--- config.mk ---
export PLATFORM = sky130hd
export DESIGN_NAME = shared_adder_arbiter
export DESIGN_NICKNAME = d
export VERILOG_FILES = /design/src/rtl/shared_adder_arbiter.sv
export SDC_FILE = /design/constraint.sdc
export NUM_CORES = 1
export LEC_CHECK = 0
export ABC_AREA = 1
export CAP_MARGIN = 20
export CELL_PAD_IN_SITES_DETAIL_PLACEMENT = 2
export CELL_PAD_IN_SITES_GLOBAL_PLACEMENT = 2
export CORE_UTILIZATION = 27
export CTS_CLUSTER_DIAMETER = 40
export DETAILED_ROUTE_END_ITERATION = 10
export GPL_TIMING_DRIVEN = 0
export PLACE_DENSITY_LB_ADDON = 0.1
export SKIP_CTS_REPAIR_TIMING = 1
export SLEW_MARGIN = 5
export SYNTH_ARGS = -nofsm -noshare
export SYNTH_HDL_FRONTEND = slang
export SYNTH_SLANG_ARGS = --single-unit
--- constraint.sdc ---
create_clock -name clk -period 4 [get_ports clk]
set_input_delay 0.4 -clock clk [delete_from_list [all_inputs] [get_ports clk]]
set_output_delay 0.4 -clock clk [all_outputs]
set_load 0.03 [all_outputs]
--- src/rtl/shared_adder_arbiter.sv ---
// rtl/shared_adder_arbiter.sv - round-robin arbiter sharing one signed adder among N_REQ requesters
module shared_adder_arbiter #(
   parameter int N_REQ = 4,
   parameter int WIDTH = 2,
   parameter int CNT_W = 16
) (
   input  logic                         clk,
   input  logic                         rst,
   input  logic [N_REQ-1:0]             req_valid,
   output logic [N_REQ-1:0]             req_ready,
   input  logic [N_REQ*WIDTH-1:0]       req_a,
   input  logic [N_REQ*WIDTH-1:0]       req_b,
   output logic                         res_valid,
   input  logic                         res_ready,
   output logic [WIDTH:0]               res_data,
   output logic [$clog2(N_REQ)-1:0]     res_id,
   output logic [CNT_W-1:0]             op_count
);

   localparam int ID_W = $clog2(N_REQ);

   logic              res_valid_q, res_valid_d;
   logic [WIDTH:0]    res_data_q, res_data_d;
   logic [ID_W-1:0]   res_id_q, res_id_d;
   logic [ID_W-1:0]   rr_ptr_q, rr_ptr_d;
   logic [CNT_W-1:0]  op_count_q, op_count_d;

   logic              res_free;
   logic              any_valid;
   logic              accept;
   logic [ID_W-1:0]   grant;
   logic [ID_W-1:0]   idx;
   logic [WIDTH-1:0]  a_sel, b_sel;
   logic [WIDTH:0]    sum;

   assign res_free  = !res_valid_q || res_ready;
   assign any_valid = |req_valid;

   // Cyclic priority search starting at rr_ptr; power-of-two N_REQ lets the index wrap naturally.
   always_comb begin
      grant = rr_ptr_q;
      idx   = rr_ptr_q;
      for (int k = N_REQ - 1; k >= 0; k--) begin
         idx = rr_ptr_q + ID_W'(k);
         if (req_valid[idx]) begin
            grant = idx;
         end
      end
   end

   // One-hot ready to the winner only when the result slot can take a new value; held low in reset.
   always_comb begin
      req_ready = '0;
      if (rst && res_free && any_valid) begin
         req_ready[grant] = 1'b1;
      end
   end

   assign accept = |(req_valid & req_ready);

   assign a_sel = req_a[int'(grant)*WIDTH +: WIDTH];
   assign b_sel = req_b[int'(grant)*WIDTH +: WIDTH];
   assign sum   = {a_sel[WIDTH-1], a_sel} + {b_sel[WIDTH-1], b_sel};

   // Result stage next state: refill on accept (drain and refill may coincide), drain when consumed.
   always_comb begin
      res_valid_d = res_valid_q;
      res_data_d  = res_data_q;
      res_id_d    = res_id_q;
      rr_ptr_d    = rr_ptr_q;
      op_count_d  = op_count_q;
      if (accept) begin
         res_valid_d = 1'b1;
         res_data_d  = sum;
         res_id_d    = grant;
         rr_ptr_d    = grant + ID_W'(1);
         if (!(&op_count_q)) begin
            op_count_d = op_count_q + CNT_W'(1);
         end
      end else if (res_ready) begin
         res_valid_d = 1'b0;
      end
   end

   // State registers; reset drops any held result without presenting it.
   always_ff @(posedge clk or negedge rst) begin
      if (!rst) begin
         res_valid_q <= 1'b0;
         res_data_q  <= '0;
         res_id_q    <= '0;
         rr_ptr_q    <= '0;
         op_count_q  <= '0;
      end else begin
         res_valid_q <= res_valid_d;
         res_data_q  <= res_data_d;
         res_id_q    <= res_id_d;
         rr_ptr_q    <= rr_ptr_d;
         op_count_q  <= op_count_d;
      end
   end

   assign res_valid = res_valid_q;
   assign res_data  = res_data_q;
   assign res_id    = res_id_q;
   assign op_count  = op_count_q;

endmodule

**Yosys cells after proc, flatten, opt, wreduce, memory -nomap -nowiden**

Cells that the tools add are included.

- Bitwise operators: 2
- $add $sub $neg: 6
- Shift-type cells: 2
- Order comparisons: 6
- Reduce and logical (&&, ||, !) cells: 10
- Muxes and demuxes: 17

Operator list:

| operator | number |
|---|---|
| 16-bit by 1-bit adder with 16-bit output (second input constant) | 1 |
| 16-bit AND reduction | 1 |
| 8-bit by 4-bit indexed part select with 2-bit output | 2 |
| 2-bit by 3-bit < comparator with 1-bit output (second input constant) | 5 |
| 1-bit binary-select mux with 2-bit select | 4 |
| 2-bit 2-to-1 mux | 4 |
| 4-bit OR reduction | 2 |
| 1-bit 2-to-1 mux | 7 |
| 2-bit by 1-bit adder with 2-bit output (second input constant) | 2 |
| 2-bit adder (second input constant) | 2 |
| 4-bit AND | 1 |
| 4-bit 2-to-1 mux | 1 |
| 2-bit by 2-bit adder with 3-bit output | 1 |
| 1-bit logical AND | 3 |
| 1-bit demux with 2-bit select | 1 |
| 2-bit by 1-bit >= comparator with 1-bit output (second input constant) | 1 |
| 2-bit AND reduction | 1 |
| 2-bit nonzero test | 1 |
| 1-bit zero test | 1 |
| 1-bit logical OR | 1 |
| 1-bit inverter | 1 |

- Bits in registers: 24
- Word-level logic and storage cells: 48
- Input bits: 23
- Output and inout bits: 26

**Depth between registers and ports, before layout**

Gate-level depths: netlist (run 1).

- Word-level depth: 15
- Depth in mapped cells: 19
- Mapped depth without buffers: 18

**Worst setup path after synthesis (run 1)**

Ideal clock, no wire load.

- Path type: reg2reg
- Start: register rr_ptr_q[0]
- End: register res_data_q[1] (netlist: res_data[1])
- Buffers on the path: 2
- Cell stages (with the launch flop): 18
- Library setup time: 0.137 ns
- Path slack: 1.812 ns
- Required time: 3.863 ns
- Period minus slack after synthesis: 2.188 ns
- Data arrival time: 2.052 ns
- Path through: dfrtp_1 > buf_6 > inv_6 > nand2_1 > nand2_1 > nand2_1 > nand2_1 > nand2_2 > nand2_2 > nand3_2 > buf_4 > nand3_1 > nand3_1 > nand2_1 > ha_1 > inv_1 > fa_1 > o21ai_0

- Word-level cells in the longest chain between the ends: 14
- Elaborated cells on any way between the ends: 26
- Those cells by class: 4 x add/sub; 2 x order compare; 2 x shift; 15 x mux; 1 x bitwise; 2 x reduce/logical

Ends and longest elaborated chain:

| element | line | source |
|---|---|---|
| start: declaration | 25 | `logic [ID_W-1:0] rr_ptr_q, rr_ptr_d;` |
| start signal: assignment | 97 | `rr_ptr_q <= rr_ptr_d;` |
| 2-bit adder | 44 | `idx = rr_ptr_q + ID_W'(k);` |
| 1-bit binary-select mux with 2-bit select | 45 | `if (req_valid[idx]) begin` |
| 1-bit 2-to-1 mux (implied by the code) | 45 |  |
| 2-bit 2-to-1 mux (3 in a row) | 45 |  |
| 2-bit 2-to-1 mux * | 45 |  |
| 2-bit by 3-bit < comparator with 1-bit output (implied by the code) or 2-bit by 1-bit >= comparator with 1-bit output (tied branches) | 55 | `req_ready[grant] = 1'b1;` |
| 1-bit logical AND (implied by the code) | 55 |  |
| 1-bit 2-to-1 mux (implied by the code) | 55 |  |
| 1-bit demux with 2-bit select | 55 |  |
| 4-bit 2-to-1 mux | 54 | `if (rst && res_free && any_valid) begin` |
| 4-bit AND | 59 | `assign accept = \|(req_valid & req_ready);` |
| 4-bit OR reduction | 59 |  |
| end signal: assignment | 95 | `res_data_q <= res_data_d;` |
| end: declaration | 23 | `logic [WIDTH:0] res_data_q, res_data_d;` |

Mark *: on every way between the ends. The rest lies on a longest branch, timed or not. The select of a mux whose other input is x is not followed.
A chain may end at the register's enable or synchronous reset.

**Worst setup path in the final report (run 1)**

- Start: input port rst
- End: output port req_ready[2]

- Word-level cells in the longest chain between the ends: 3

Ends and longest elaborated chain:

| element | line | source |
|---|---|---|
| start: declaration | 8 | `input logic rst,` |
| 1-bit logical AND (2 in a row) | 54 |  |
| 4-bit 2-to-1 mux | 54 |  |
| end: declaration | 10 | `output logic [N_REQ-1:0] req_ready,` |

No other way between the ends.

==> results of run 1 <==
[area by class of cell]
type	instances	share of cell area (%)
inverter	36	6.33
clock buffer	3	1.85
tap	72	4.04
sequential	24	26.9
timing repair buffer	49	22.8
buffer	4	1.51
multi-input combinational	158	36.6
[cell families (layout without fill, tap and decap cells)]
| family | after synthesis | after routing | synth area share, % |
|---|---|---|---|
| flip-flops | 24 | 24 | 37.7 |
| AND/OR/NAND/NOR | 135 | 135 | 39.0 |
| XOR/XNOR | 13 | 13 | 7.15 |
| adder cells (fa/ha/maj) | 3 | 3 | 2.83 |
| AO/OA/AOI/OAI | 7 | 7 | 2.36 |
| buffers and inverters | 40 | 92 | 11.0 |
[cells in the mapped netlist, types with 2 or more instances]
cell type  count
xnor2_1        6
nand4_1        3
buf_6          2
nand2_1       74
ha_1           2
nand3_2        3
nand3_1       24
nand3b_1       5
nor2_1        14
inv_1         32
dfrtp_1       24
xor2_1         7
o21ai_0        6
nand2_2        7
[power by group]
group	internal, mW	switching (mW)
Combinational	0.419	0.678
Clock	0.0674	0.0735
Sequential	0.313	0.0659
Total	0.799	0.818
[final timing paths]
check | slack [ns] | cells past startpoint | from | end
min in group clk | 0.51 | 2 | res_data[2] | res_data[2]
worst max-delay path | 0.87 | 8 | rst | req_ready[2]
max in group asynchronous | 3.06 | 2 | rst | res_valid
worst min-delay path | 0.48 | 1 | rst | op_count[14]
worst max register to register | 1.49 | 17 | rr_ptr_q[0] | res_data[1]
worst min register to register | 0.51 | 2 | res_data[2] | res_data[2]
[through the flow]
step           setup slack (ns)  power (mW)  cell area, um2  cells  util [%]
3_3_place_gp              0.480        1.47            2160    342      38.6
2_1_floorplan              1.81        1.13            1590    222         -
6_report                  0.874        1.62            2230    346      39.8
3_5_place_dp              0.808        1.51            2190    343      39.1
4_1_cts                   0.803        1.65            2230    346      39.8
5_1_grt                   0.669        1.77            2230    346      39.8
[metal layers]
metal | share of wire (%) | track usage, %
met1 | 45 | 18.7
met2 | 50 | 28.6
met3 | 3.3 | 1.49
met4 | 1.1 | 3.89
met5 | 0 | 0
[registers in the layout, indices dropped and copies added, names as in the netlist]
register   cells
res_id         2
op_count      16
rr_ptr_q       2
res_valid      1
res_data       3
[critical path, cell delays in order]
cell and delay [ns]:
clkdlybuf4s50_1 0.81, buf_16 0.22, o21a_1 0.13, nand2_1 0.08, clkinv_1 0.18, nand3_2 0.12
nor2_1 0.11, clkdlybuf4s50_1 0.68
==> reports/metrics.cfg, run 1 <==
[outcome]
outcome = complete, no violations

[synthesis]
synth_nets = 248
yosys_most_used_dff = dfrtp_1
netlist_area_mm2 = 0.00159
synth_edf_count = 0
seq_area_frac_synth_pct = 37.7
netlist_top_cells_area = dfrtp_1, nand2_1, nand3_1
synth_cells = 222
syn_area_per_cell_um2 = 7.17
synth.top_cell.area_share_pct = 37.7
ys_types = 27
yosysWarnings = 0
synthArstFlopShare_pct = 100
synth_top_area_cell = dfrtp_1
synth-seq-cells = 24

[grt]
grt_pass1_vias = 1704
grt_pass1_wl_um = 7680
grt_antenna_before_repair = 0
track_usage_pct = 15.4
grt_start_max_net_pins = 18
gr-total-overflow = 0

[finish]
multiInputGateArea_um2 = 817
drive_gt1_share_pct = 8.39
seq_area_um2 = 601
final_common_cell = nand2_1
antennaDiodeCount = 0
fillers = 708
syn_to_final_growth_pct = 40.1
nets = 302
final_cell_mix = nand2_1, clkdlybuf4s50_1, inv_1

[timing]
period_minus_slack_ns = 3.13
setup_viol = 0
rsz0062_at_grt = false
hold_viol_final = 0
clock.fmax_mhz = 320
hold_ws_ns = 0.482
tightestPinTransition_ns = 0.536
skew_ns = 0.00201
finalCritPeriodShare_pct = 78.1
slew_headroom_pct = 64.2
setup_tns_ns = 0
maxSlewViolCount = 0

[pwr]
p_leak_nw = 1.12
ir_worst_vdd_v = 0.000263
p_per_area_mw_per_mm2 = 724

[placed_design]
dp_hpwl_um = 3630
routabilityCongestion = 0.682
port_buffers = 48

[worst_setup_path]
crit_path_start_kind = input pin
path_max_fanout = 17
crit_arrival_ns = 2.73
critPathKind = input pin to primary output
required_ns = 3.60
worst_setup_path_end_kind = primary output

[routing]
wirelength_um = 4470
wl_per_cell_um = 12.9
vias_per_cell = 4.56
drt_iter0_markers = 26
ant_nets = 0
vias = 1577
firstDrtPassIters = 4
drc_errors = 0

[job]
cap_violations = 0

[cts]
path_clk_slew_ns = 0.08
clock_sink_count = 24
root_buffer = clkbuf_8
cts_tree = done
htree_levels = 1
cts_buffers = 3
clock_latency_ns = 0.26
clock_path_buffers = 2

[die]
placementRows = 27
die_x_um = 78.8
io_pins = 49
initial_core_util_pct = 28.4
die_h_um = 78.8
dieArea_mm2 = 0.00621
core_area_mm2 = 0.00561

[min_path]
hp-class = input pin to async pin

(Power assumes the default switching activity.)
==> run 2: changes to the inputs <==
Settings changed: CORE_UTILIZATION 27 to 25.
Clock period 4 ns to 3 ns, I/O delays scaled along.
==> run 2 against run 1 <==
Compared with the run above:
- final area grew 0.78%
- critical path depth grew 9
- combinational power grew 32%
- global-route usage shrank 0.64 points
- via count grew 1.3%
- setup slack lost 0.45 ns
- highest routed layer unchanged
- worst hold slack lost 0.41 ns
- flip-flop and latch count is the same
- sequential power grew 33%
- clock skew grew 0.0020 ns
- clock power grew 61%
==> reports/metrics.cfg, run 2 (synthesized netlist as in run 1, its figures left out) <==
[timing]
slew_headroom_pct = 50.5
setup_slack_ns = 0.427
rsz0062_at_grt = false
period_minus_slack_ns = 2.57
maxSlewViolCount = 0
tightestPinTransition_ns = 0.742
setup_tns_ns = 0
clock.fmax_mhz = 389
setup_viol = 0
finalCritPeriodShare_pct = 85.8
hold_viol_final = 0
skew_ns = 0.00399

[grt]
grt_pass1_wl_um = 7580
track_usage_pct = 14.7
grt_start_max_net_pins = 16
grt_pass1_vias = 1635
gr-total-overflow = 0
grt_antenna_before_repair = 0

[placed_design]
dp_slack_ns = -0.0230
dp_hpwl_um = 3710
port_buffers = 48
routabilityCongestion = 0.748
place_area_mm2 = 0.00218

[job]
cap_violations = 0

[worst_setup_path]
crit_path_frequent_cell = nand2_1
cp_slowest_stage_delay_ns = 0.41
crit_arrival_ns = 2.75
crit_slowest_cell = fa_1
worst_setup_path_end_kind = flop
critPathKind = flop to flop
cpLargestDelayFamily = simple AND/OR/NAND/NOR gates
path_max_fanout = 10
required_ns = 3.18
worstPathCellList = buf_6 -> inv_6 -> nand2_1 -> nand2_1 -> nand2_1 -> nand2_1 -> inv_1 -> nand2_2 -> nand3_2 -> nand2_2 -> nand2_1 -> nand3_1 -> nand2_1 -> ha_1 -> inv_1 -> fa_1 -> o21ai_0
path_buf_inv = 4
crit_path_start_kind = flop

[finish]
antennaDiodeCount = 0
drive_gt1_share_pct = 8.73
final_cell_mix = nand2_1, clkdlybuf4s50_1, inv_1
largest_reg_flops = 16
fin_area_mm2 = 0.00225
nets = 302
syn_to_final_growth_pct = 41.2
final_common_cell = nand2_1

[cts]
htree_levels = 1
cts_tree = done
clock_latency_ns = 0.27
clock_sink_count = 24
path_clk_slew_ns = 0.09
root_buffer = clkbuf_8
cts_buffers = 3
clock_path_buffers = 2

[min_path]
hp-class = input pin to async pin

[pwr]
switchingPower_mw = 1.10
p_clk_share_pct = 10.4
sw_frac_of_total_pct = 50.3
ir_worst_vdd_v = 0.000450
finalPower_mw = 2.18
pwr-share-seq_pct = 23.0
power.internal_mw = 1.09
combPwrFrac_pct = 66.6
p_leak_nw = 1.20
p_per_area_mw_per_mm2 = 971

[routing]
vias = 1597
drc_errors = 0
vias_per_cell = 4.56
firstDrtPassIters = 4
ant_nets = 0
drt_iter0_markers = 15
wl_per_cell_um = 13.3
wirelength_um = 4670

[die]
initial_core_util_pct = 26.4
die_h_um = 81.8
placementRows = 28
dieArea_mm2 = 0.00669
die_x_um = 81.8
core_area_mm2 = 0.00603
io_pins = 49

[outcome]
outcome = complete, no violations

run 2: cell count changes in the layout (fill, tap and decap cells not counted), sizes merged:
| cell | before | now |
|---|---|---|
| clkdlybuf4s50 | 48 | 43 |
| clkbuf | 4 | 5 |
| dlymetal6s2s | 0 | 5 |
run 2: power groups by stage:
stage	clock network, mW	registers [mW]	logic, mW
after floorplan	0	0.648	0.855
after global placement	0	0.509	1.46
after detailed placement	0	0.509	1.49
after CTS	0.232	0.506	1.50
after global routing	0.245	0.516	1.64
final	0.227	0.503	1.45
run 2: path summary, 6_finish.rpt:
path,to,cells past startpoint,slack [ns],startpoint
max in group asynchronous,res_id[0],2,2.40,rst
min,op_count[11],1,0.07,rst
max reg2reg,res_data[1],17,0.43,rr_ptr_q[0]
min reg2reg,res_data[0],2,0.49,res_data[0]
max,res_data[1],17,0.43,rr_ptr_q[0]
min in group clk,res_data[0],2,0.49,res_data[0]
run 2: through the flow:
step	instances	hold slack, ns	utilization, %
after floorplan	222	0.00441	-
after global placement	345	0.464	36.0
after detailed placement	346	0.479	36.2
after CTS	350	0.483	37.1
after global routing	350	0.118	37.3
final	350	0.0727	37.3
run 2: cell type report:
| type | count | area (um2) |
|---|---|---|
| well taps | 75 | 93.8 |
| flip-flops and latches | 24 | 601 |
| repair buffers | 49 | 508 |
| plain buffers | 4 | 33.8 |
| multi-input cells | 158 | 817 |
| inverters | 36 | 141 |
| clock buffers | 4 | 55.1 |
| fillers | 720 | 3780 |
run 2: layer usage:
metal / GRT usage [%] / part of all wire [%] / wire length (um)
met5: 0 / 0 / 0
met4: 3.68 / 0.77 / 36
met3: 2.00 / 5.0 / 231
met2: 26.4 / 48 / 2250
met1: 18.4 / 46 / 2140
